<file path="src/rtl/mult_div_unit_pkg.sv">
// mult_div_unit_pkg: ALUOP codes shared with the ALU plus local constants
// for the iterative multiply/divide unit.
package mult_div_unit_pkg;
    localparam logic [4:0] OPMULT  = 5'd16;
    localparam logic [4:0] OPMULTU = 5'd17;
    localparam logic [4:0] OPDIV   = 5'd18;
    localparam logic [4:0] OPDIVU  = 5'd19;
    localparam logic [4:0] OPMTHI  = 5'd20;
    localparam logic [4:0] OPMTLO  = 5'd21;

    localparam logic [1:0] ST_IDLE = 2'd0;
    localparam logic [1:0] ST_CALC = 2'd1;
    localparam logic [1:0] ST_FIX  = 2'd2;

    localparam logic [5:0] CNT_LAST = 6'd31;

    function automatic logic [31:0] abs32(input logic [31:0] v, input logic sgn);
        return (sgn && v[31]) ? ~v + 32'd1 : v;
    endfunction
endpackage

</file>
<file path="src/rtl/mult_div_unit.sv">
// mult_div_unit: 33-cycle shift-add multiplier / restoring divider owning HI/LO.
// Multiply and divide share one 64-bit working register and one 33-bit adder.
module mult_div_unit
    import mult_div_unit_pkg::*;
(
    input  logic        iCLK,
    input  logic        iRST,
    input  logic        iEnable,
    input  logic [4:0]  iControlSignal,
    input  logic [31:0] iA,
    input  logic [31:0] iB,
    output logic        oBusy,
    output logic        oDone,
    output logic [31:0] oHI,
    output logic [31:0] oLO
);
    logic [1:0]  state_q, state_d;
    logic [5:0]  cnt_q, cnt_d;
    logic [63:0] work_q, work_d;
    logic [31:0] opnd_q, opnd_d;
    logic        is_div_q, is_div_d;
    logic        neg_lo_q, neg_lo_d;
    logic        neg_hi_q, neg_hi_d;
    logic [31:0] hi_q, hi_d;
    logic [31:0] lo_q, lo_d;
    logic        done_q, done_d;

    logic        mt_hi, mt_lo, op_div, op_signed, start;
    logic [32:0] op_a;
    logic [33:0] sum;
    logic [63:0] prod;
    logic [31:0] quo, rem, abs_a, abs_b;

    assign mt_hi     = iEnable && iControlSignal == OPMTHI;
    assign mt_lo     = iEnable && iControlSignal == OPMTLO;
    assign op_div    = iControlSignal == OPDIV || iControlSignal == OPDIVU;
    assign op_signed = iControlSignal == OPMULT || iControlSignal == OPDIV;
    assign start     = iEnable && state_q == ST_IDLE &&
                       (op_div || iControlSignal == OPMULT || iControlSignal == OPMULTU);
    assign abs_a     = abs32(iA, op_signed);
    assign abs_b     = abs32(iB, op_signed);

    always_comb begin
        // Divide: 33-bit partial remainder is {hi, next dividend bit}; multiply: {carry, hi}.
        op_a     = is_div_q ? {work_q[63:32], work_q[31]} : {1'b0, work_q[63:32]};
        sum      = is_div_q ? {1'b0, op_a} - {2'b0, opnd_q} : {1'b0, op_a} + {2'b0, opnd_q};
        prod     = neg_lo_q ? ~work_q + 64'd1 : work_q;
        quo      = neg_lo_q ? ~work_q[31:0] + 32'd1 : work_q[31:0];
        rem      = neg_hi_q ? ~work_q[63:32] + 32'd1 : work_q[63:32];
        state_d  = state_q;
        cnt_d    = cnt_q;
        work_d   = work_q;
        opnd_d   = opnd_q;
        is_div_d = is_div_q;
        neg_lo_d = neg_lo_q;
        neg_hi_d = neg_hi_q;
        hi_d     = hi_q;
        lo_d     = lo_q;
        done_d   = 1'b0;
        if (mt_hi || mt_lo) begin
            hi_d    = mt_hi ? iA : hi_q;
            lo_d    = mt_lo ? iA : lo_q;
            state_d = ST_IDLE;
        end else if (start) begin
            state_d  = ST_CALC;
            cnt_d    = 6'd0;
            is_div_d = op_div;
            work_d   = {32'd0, op_div ? abs_a : abs_b};
            opnd_d   = op_div ? abs_b : abs_a;
            // Divide by zero keeps the all-ones quotient and the raw dividend as remainder.
            neg_lo_d = op_signed && (iA[31] ^ iB[31]) && !(op_div && iB == 32'd0);
            neg_hi_d = op_signed && op_div && iA[31];
        end else if (state_q == ST_CALC) begin
            work_d = is_div_q
                ? {sum[33] ? op_a[31:0] : sum[31:0], work_q[30:0], ~sum[33]}
                : {work_q[0] ? sum[32:0] : op_a, work_q[31:1]};
            cnt_d   = cnt_q + 6'd1;
            state_d = cnt_q == CNT_LAST ? ST_FIX : ST_CALC;
        end else if (state_q == ST_FIX) begin
            hi_d    = is_div_q ? rem : prod[63:32];
            lo_d    = is_div_q ? quo : prod[31:0];
            done_d  = 1'b1;
            state_d = ST_IDLE;
        end
    end

    always_ff @(posedge iCLK) begin
        if (iRST) begin
            state_q  <= ST_IDLE;
            cnt_q    <= 6'd0;
            work_q   <= 64'd0;
            opnd_q   <= 32'd0;
            is_div_q <= 1'b0;
            neg_lo_q <= 1'b0;
            neg_hi_q <= 1'b0;
            hi_q     <= 32'd0;
            lo_q     <= 32'd0;
            done_q   <= 1'b0;
        end else begin
            state_q  <= state_d;
            cnt_q    <= cnt_d;
            work_q   <= work_d;
            opnd_q   <= opnd_d;
            is_div_q <= is_div_d;
            neg_lo_q <= neg_lo_d;
            neg_hi_q <= neg_hi_d;
            hi_q     <= hi_d;
            lo_q     <= lo_d;
            done_q   <= done_d;
        end
    end

    assign oBusy = state_q != ST_IDLE;
    assign oDone = done_q;
    assign oHI   = hi_q;
    assign oLO   = lo_q;
endmodule

</file>
<file path="config.mk">
export PLATFORM = sky130hd
export DESIGN_NAME = mult_div_unit
export DESIGN_NICKNAME = d
export VERILOG_FILES = /design/src/rtl/mult_div_unit_pkg.sv /design/src/rtl/mult_div_unit.sv
export SDC_FILE = /design/constraint.sdc
export NUM_CORES = 1
export LEC_CHECK = 0
export BUFFER_PORTS_ARGS = -buffer_cell sky130_fd_sc_hd__buf_2
export CORE_ASPECT_RATIO = 0.5
export CORE_MARGIN = 5
export CORE_UTILIZATION = 35
export DETAILED_ROUTE_END_ITERATION = 10
export REMOVE_ABC_BUFFERS = 1
export SYNTH_ARGS = -nofsm -noshare
export SYNTH_HDL_FRONTEND = slang
export SYNTH_SLANG_ARGS = --single-unit
</file>
<file path="constraint.sdc">
create_clock -name iCLK -period 6.2 [get_ports iCLK]
set_clock_uncertainty 0.15 [all_clocks]
set_input_delay 0.31 -clock iCLK [delete_from_list [all_inputs] [get_ports iCLK]]
set_output_delay 0.31 -clock iCLK [all_outputs]
set_load 0.02 [all_outputs]
</file>
# Word level (Yosys, flattened, before mapping)
# Cells that the tools add are included.
# totals
regBits	172
# op_classes
addsub	8
n_eq_ne	13
mux	33
bitwise_logic	8
n_reduce_logical	31
# ops
cell	count
32-bit 2-to-1 mux	19
64-bit 2-to-1 mux	4
32-bit by 1-bit adder with 32-bit output, second input constant	4
32-bit inverter	4
33-bit 2-to-1 mux	2
64-bit by 1-bit adder with 64-bit output, second input constant	1
64-bit inverter	1
33-bit by 32-bit adder with 34-bit output	1
34-bit 2-to-1 mux	1
33-bit by 32-bit subtractor with 34-bit output	1
32-bit zero test	1
5-bit == test, second input constant	6
6-bit 2-to-1 mux	2
1-bit logical AND	11
4-bit AND reduction	2
2-bit nonzero test	4
6-bit by 1-bit adder with 6-bit output, second input constant	1
6-bit by 5-bit == test with 1-bit output, second input constant	1
2-bit 2-to-1 mux	3
2-bit inequality test, second input constant	3
1-bit logical OR	5
2-bit AND reduction	2
4-bit OR reduction	1
3-bit nonzero test	1
other kinds (10)	12

# Depth between registers and ports, before layout
# logic_depth
word_depth	8
ltp_mapped	18

# Least setup slack after synthesis
# Ideal clock, no wire load.
# synth_path
path_type	flip-flop to flip-flop
startpoint	reg is_div_q
endpoint	reg work_q[53]
setup_ps	122
t_arrival_ps	4778
required_ps	5928
path_slack_ps	1150
stages_incl_launch_ff	16
n_path_buf	4
synth_period_minus_slack_ps	5050
cell_sequence	dfxtp_1 clkbuf_1 clkbuf_1 clkbuf_1 clkbuf_1 mux2i_1 ha_1 nor2b_1 o31a_1 a211oi_1 o211ai_1 o21ai_1 nand2_2 xnor2_1 mux2_1 a221o_1
# synth_between
elab_chain_cells	7
word_cells_on_any_way	9
classes_between	add/sub: 2; mux: 7
# synth_rtl
item	line_no	source
from (decl)	mult_div_unit.sv:21	logic is_div_q, is_div_d;
from (signal assigned)	mult_div_unit.sv:104	is_div_q <= is_div_d;
33-bit 2-to-1 mux	mult_div_unit.sv:45	op_a = is_div_q ? {work_q[63:32], work_q[31]} : {1'b0, work_q[63:32]};
33-bit by 32-bit adder with 34-bit output or 33-bit by 32-bit subtractor with 34-bit output (tied branches)	mult_div_unit.sv:46	sum = is_div_q ? {1'b0, op_a} - {2'b0, opnd_q} : {1'b0, op_a} + {2'b0, opnd_q};
34-bit 2-to-1 mux	mult_div_unit.sv:46	
33-bit 2-to-1 mux or 32-bit 2-to-1 mux (tied branches)	mult_div_unit.sv:76, mult_div_unit.sv:75	
64-bit 2-to-1 mux *	mult_div_unit.sv:75	? {sum[33] ? op_a[31:0] : sum[31:0], work_q[30:0], ~sum[33]}
64-bit 2-to-1 mux *	mult_div_unit.sv:73	end else if (state_q == ST_CALC) begin
64-bit 2-to-1 mux *	mult_div_unit.sv:64	end else if (start) begin
to (signal assigned)	mult_div_unit.sv:102	work_q <= work_d;
to (decl)	mult_div_unit.sv:19	logic [63:0] work_q, work_d;
# Every way passes the cells marked *; elsewhere a longest branch is shown, timed or not. The select of a mux whose other input is x is not followed.
# A chain may end at the register's enable or synchronous reset.

# Worst setup path in the final report
# layout_path
startpoint	reg opnd_q[10]
endpoint	reg work_q[33]
# layout_between
elab_chain_cells	6
word_cells_on_any_way	7
classes_between	add/sub: 2; mux: 5
# layout_rtl
item	line_no	source
from (decl)	mult_div_unit.sv:20	logic [31:0] opnd_q, opnd_d;
from (signal assigned)	mult_div_unit.sv:103	opnd_q <= opnd_d;
33-bit by 32-bit adder with 34-bit output or 33-bit by 32-bit subtractor with 34-bit output (tied branches)	mult_div_unit.sv:46	
34-bit 2-to-1 mux *	mult_div_unit.sv:46	
32-bit 2-to-1 mux *	mult_div_unit.sv:75	
64-bit 2-to-1 mux *	mult_div_unit.sv:75	
64-bit 2-to-1 mux *	mult_div_unit.sv:73	
64-bit 2-to-1 mux *	mult_div_unit.sv:64	
# Marked as above.

==> impl_metrics.yaml <==
worst_setup_path:
  critPathKind: "flip-flop to flip-flop"
  cp_max_fo: 14
  crit_path_end_kind: "flip-flop"
  crit_chain: "or4_1 -> nor4_2 -> nand2b_1 -> nor4_1 -> buf_4 -> a21oi_1 -> xnor2_1 -> ha_1 -> a21oi_1 -> o21ai_0 -> a21o_1 -> or2_2 -> o21ai_1 -> nand2_2 -> xnor2_2 -> buf_4 -> mux2_2 -> o21ai_0"
  crit_arrival_ps: 5410
  crit_slowest_cell: "or4_1"
  slowest_delay_ps: 620
  worst_ep_required_time_ps: 6440
  cp-start-kind: "flip-flop"
timing:
  finalSetupViolations: 0
  maxSlewViolCount: 0
  fmax_mhz: 194
  worst_pin_slew_ps: 913
  finalSetupTns_ps: 0
  relSlewSlack_pct: 39.2
  period_needed_ps: 5170
  min_period_over_period_pct: 83.4
  hold_viol: 0
  rsz0062_at_grt: "no"
floorplan:
  coreArea_sq_mm: 0.0404
  initial_core_util_pct: 35.4
  core.rowCount: 52
  ioPinCount: 138
  dieHeight_microns: 153
  dieArea_sq_mm: 0.0453
  die_width_microns: 296
routing:
  ant_nets: 0
  vias: 14950
  wl_microns: 53900
  drc: 0
  first_iter_violations: 1455
  wl_per_cell_microns: 21.3
  firstDrtPassIters: 5
  avgViaCountPerCell: 5.91
clock_tree:
  hold_buffers: 0
  clock-root-buffer: "clkbuf_16"
  clk_latency_ps: 470
  clockBufferDepth: 2
  clk_pin_slew_ps: 80
  numClockSinks: 172
  numCtsBuffers: 17
  htree_levels: 4
  post_cts_buffers: 0
  cts_tree: "built"
  cts_resized: 0
finish:
  diodes: 0
  layout_commonest_cell: "nand2_1"
  fin_cells: 2531
  layout_common_cells: "230 x nand2_1, 215 x a21oi_1, 182 x nor2_1"
  fin_util_pct: 39.3
  multi_input_area_sq_mm: 0.0102
  seq_area_sq_mm: 0.00345
  final_layout_size_suffix_gt1_share_pct: 13.7
  nFillCells: 4256
  fin_nets: 2092
  area_delta_synth_final_pct: 10.8
synth:
  syn_inst: 1959
  yosysTopAreaCell: "dfxtp_1"
  ys.flop_type: "dfxtp_1"
  ys_ff_latch: 172
  ys_async_sr_fraction_pct: 0
  synth_edf_count: 0
  yosysWarnings: 0
  ys_seq_area_share_pct: 24.0
  synthTopCellsByArea: "dfxtp_1 24%, a21oi_1 7.5%, nand2_1 6.1%"
  yosysTopAreaCellShare_pct: 24.0
  ys_types: 82
  netlist_area_sq_mm: 0.0143
  synth_area_per_cell_sq_um: 7.31
pwr:
  fin_total_pwr_mw: 3.19
  power.density_mw_per_mm2: 201
  ir_drop_mv: 0.198
  pwr-share-clk_pct: 34.4
  switching_share_pct: 37.8
  power.switching_mw: 1.21
  p_int_mw: 1.99
  combPwrFrac_pct: 29.6
  leakagePower_nw: 5.99
  p_seq_share_pct: 36.0
global_route:
  grt_pass1_vias: 13599
  grt_max_degree: 76
  antenna_found_initial: 1
  grt_use_total_pct: 23.0
  grt_pass1_wl_microns: 82800
  grt_overflow: 0
place:
  placed_cells: 2499
  io_buffers: 137
  dp_hpwl_microns: 41400
  gp_congestion: 0.928
run:
  drv_cap: 0
run_status:
  status: "complete, no violations"
hold_path:
  holdCritPathClass: "primary input to flip-flop"
## power groups by stage
stage / sequential [mW] / combinational (mW) / clock (mW)
5_1_grt: 1.15 / 1.02 / 1.15
3_3_place_gp: 1.17 / 0.922 / 0
2_1_floorplan: 1.17 / 0.615 / 0
3_5_place_dp: 1.17 / 0.924 / 0
6_report: 1.15 / 0.945 / 1.10
4_1_cts: 1.15 / 0.929 / 1.10
## per-stage QoR
stage,setup slack [ps],hold WS (ps),cell area [sq um]
after global routing,712,56.9,15900
final,1030,41.5,15900
after CTS,1090,13.3,15900
after detailed placement,1130,290,15300
after floorplan,-1850,229,13700
after global placement,1190,289,15300
## registers in the layout (all words and copies together) (netlist names)
| register | flops |
|---|---|
| work_q | 64 |
| neg_lo_q | 1 |
| opnd_q | 32 |
| is_div_q | 1 |
| state_q | 2 |
| oHI | 32 |
| cnt_q | 6 |
| neg_hi_q | 1 |
| oDone | 1 |
| oLO | 32 |
## layer usage
layer  track usage, %  wire [microns]  up-vias
li1                 -               -     7093
met2             37.1           24800      566
met1             32.1           23800     7213
met3             3.97            4130       76
met4             5.90            1150        2
met5                0               7        -
## critical path, delay by kind of cell (launching register included)
kind | cells | cell delay (ps)
adders and majority gates | 1 | 380
muxes | 1 | 360
xor gates and xnor gates | 2 | 370
and+or+nand+nor | 6 | 1770
DFF | 1 | 360
AOI/OAI and AO/OA | 6 | 1210
buffers and inverters | 2 | 490
## path summary, 6_finish.rpt
kind,from,to,slack [ps],cells after the start
worst min-delay path,iA[29],oLO[29],40,3
worst max-delay path,opnd_q[10],work_q[33],1030,18
worst max register to register,opnd_q[10],work_q[33],1030,18
worst min register to register,oHI[24],oHI[24],300,2
## kinds of logic (layout without fill, tap and decap cells)
kind of cell	Yosys count	after routing	synth area share, %
flip-flops	172	172	24.0
AO/OA/AOI/OAI	557	557	24.5
buffers and inverters	194	226	5.22
XOR/XNOR	181	181	11.1
AND/OR/NAND/NOR	695	695	22.8
adder cells (fa/ha/maj)	42	42	3.72
multiplexers	118	118	8.65
## layout make-up
type	instances	share of cell area [%]
Sequential cell	172	21.7
Timing Repair Buffer	162	5.52
Inverter	32	0.757
Clock inverter	15	0.883
Clock buffer	17	2.68
Multi-Input combinational cell	1593	64.2
Tap cell	540	4.26
## cells in the mapped netlist, drive strengths merged (5+ instances only)
library cell	n
nand3b	12
or4	19
nor4b	6
a31oi	9
nor3	77
buf	32
a2111oi	5
or2	7
nand4	10
nor4	14
o31ai	33
and2	9
a211o	5
clkbuf	130
or3	26
o32ai	5
inv	32
o211ai	30
a22oi	7
a221oi	17
o221ai	6
mux2i	72
a211oi	23
nand2	233
o22ai	18
o41ai	17
nand3	54
mux2	46
xor2	86
nor2b	6
xnor2	95
nand2b	18
ha	41
o21a	7
o21ai	107
a21o	17
nor2	184
and3	11
a21oi	216
dfxtp	172
Note: power is estimated with default switching activity, not from simulation.
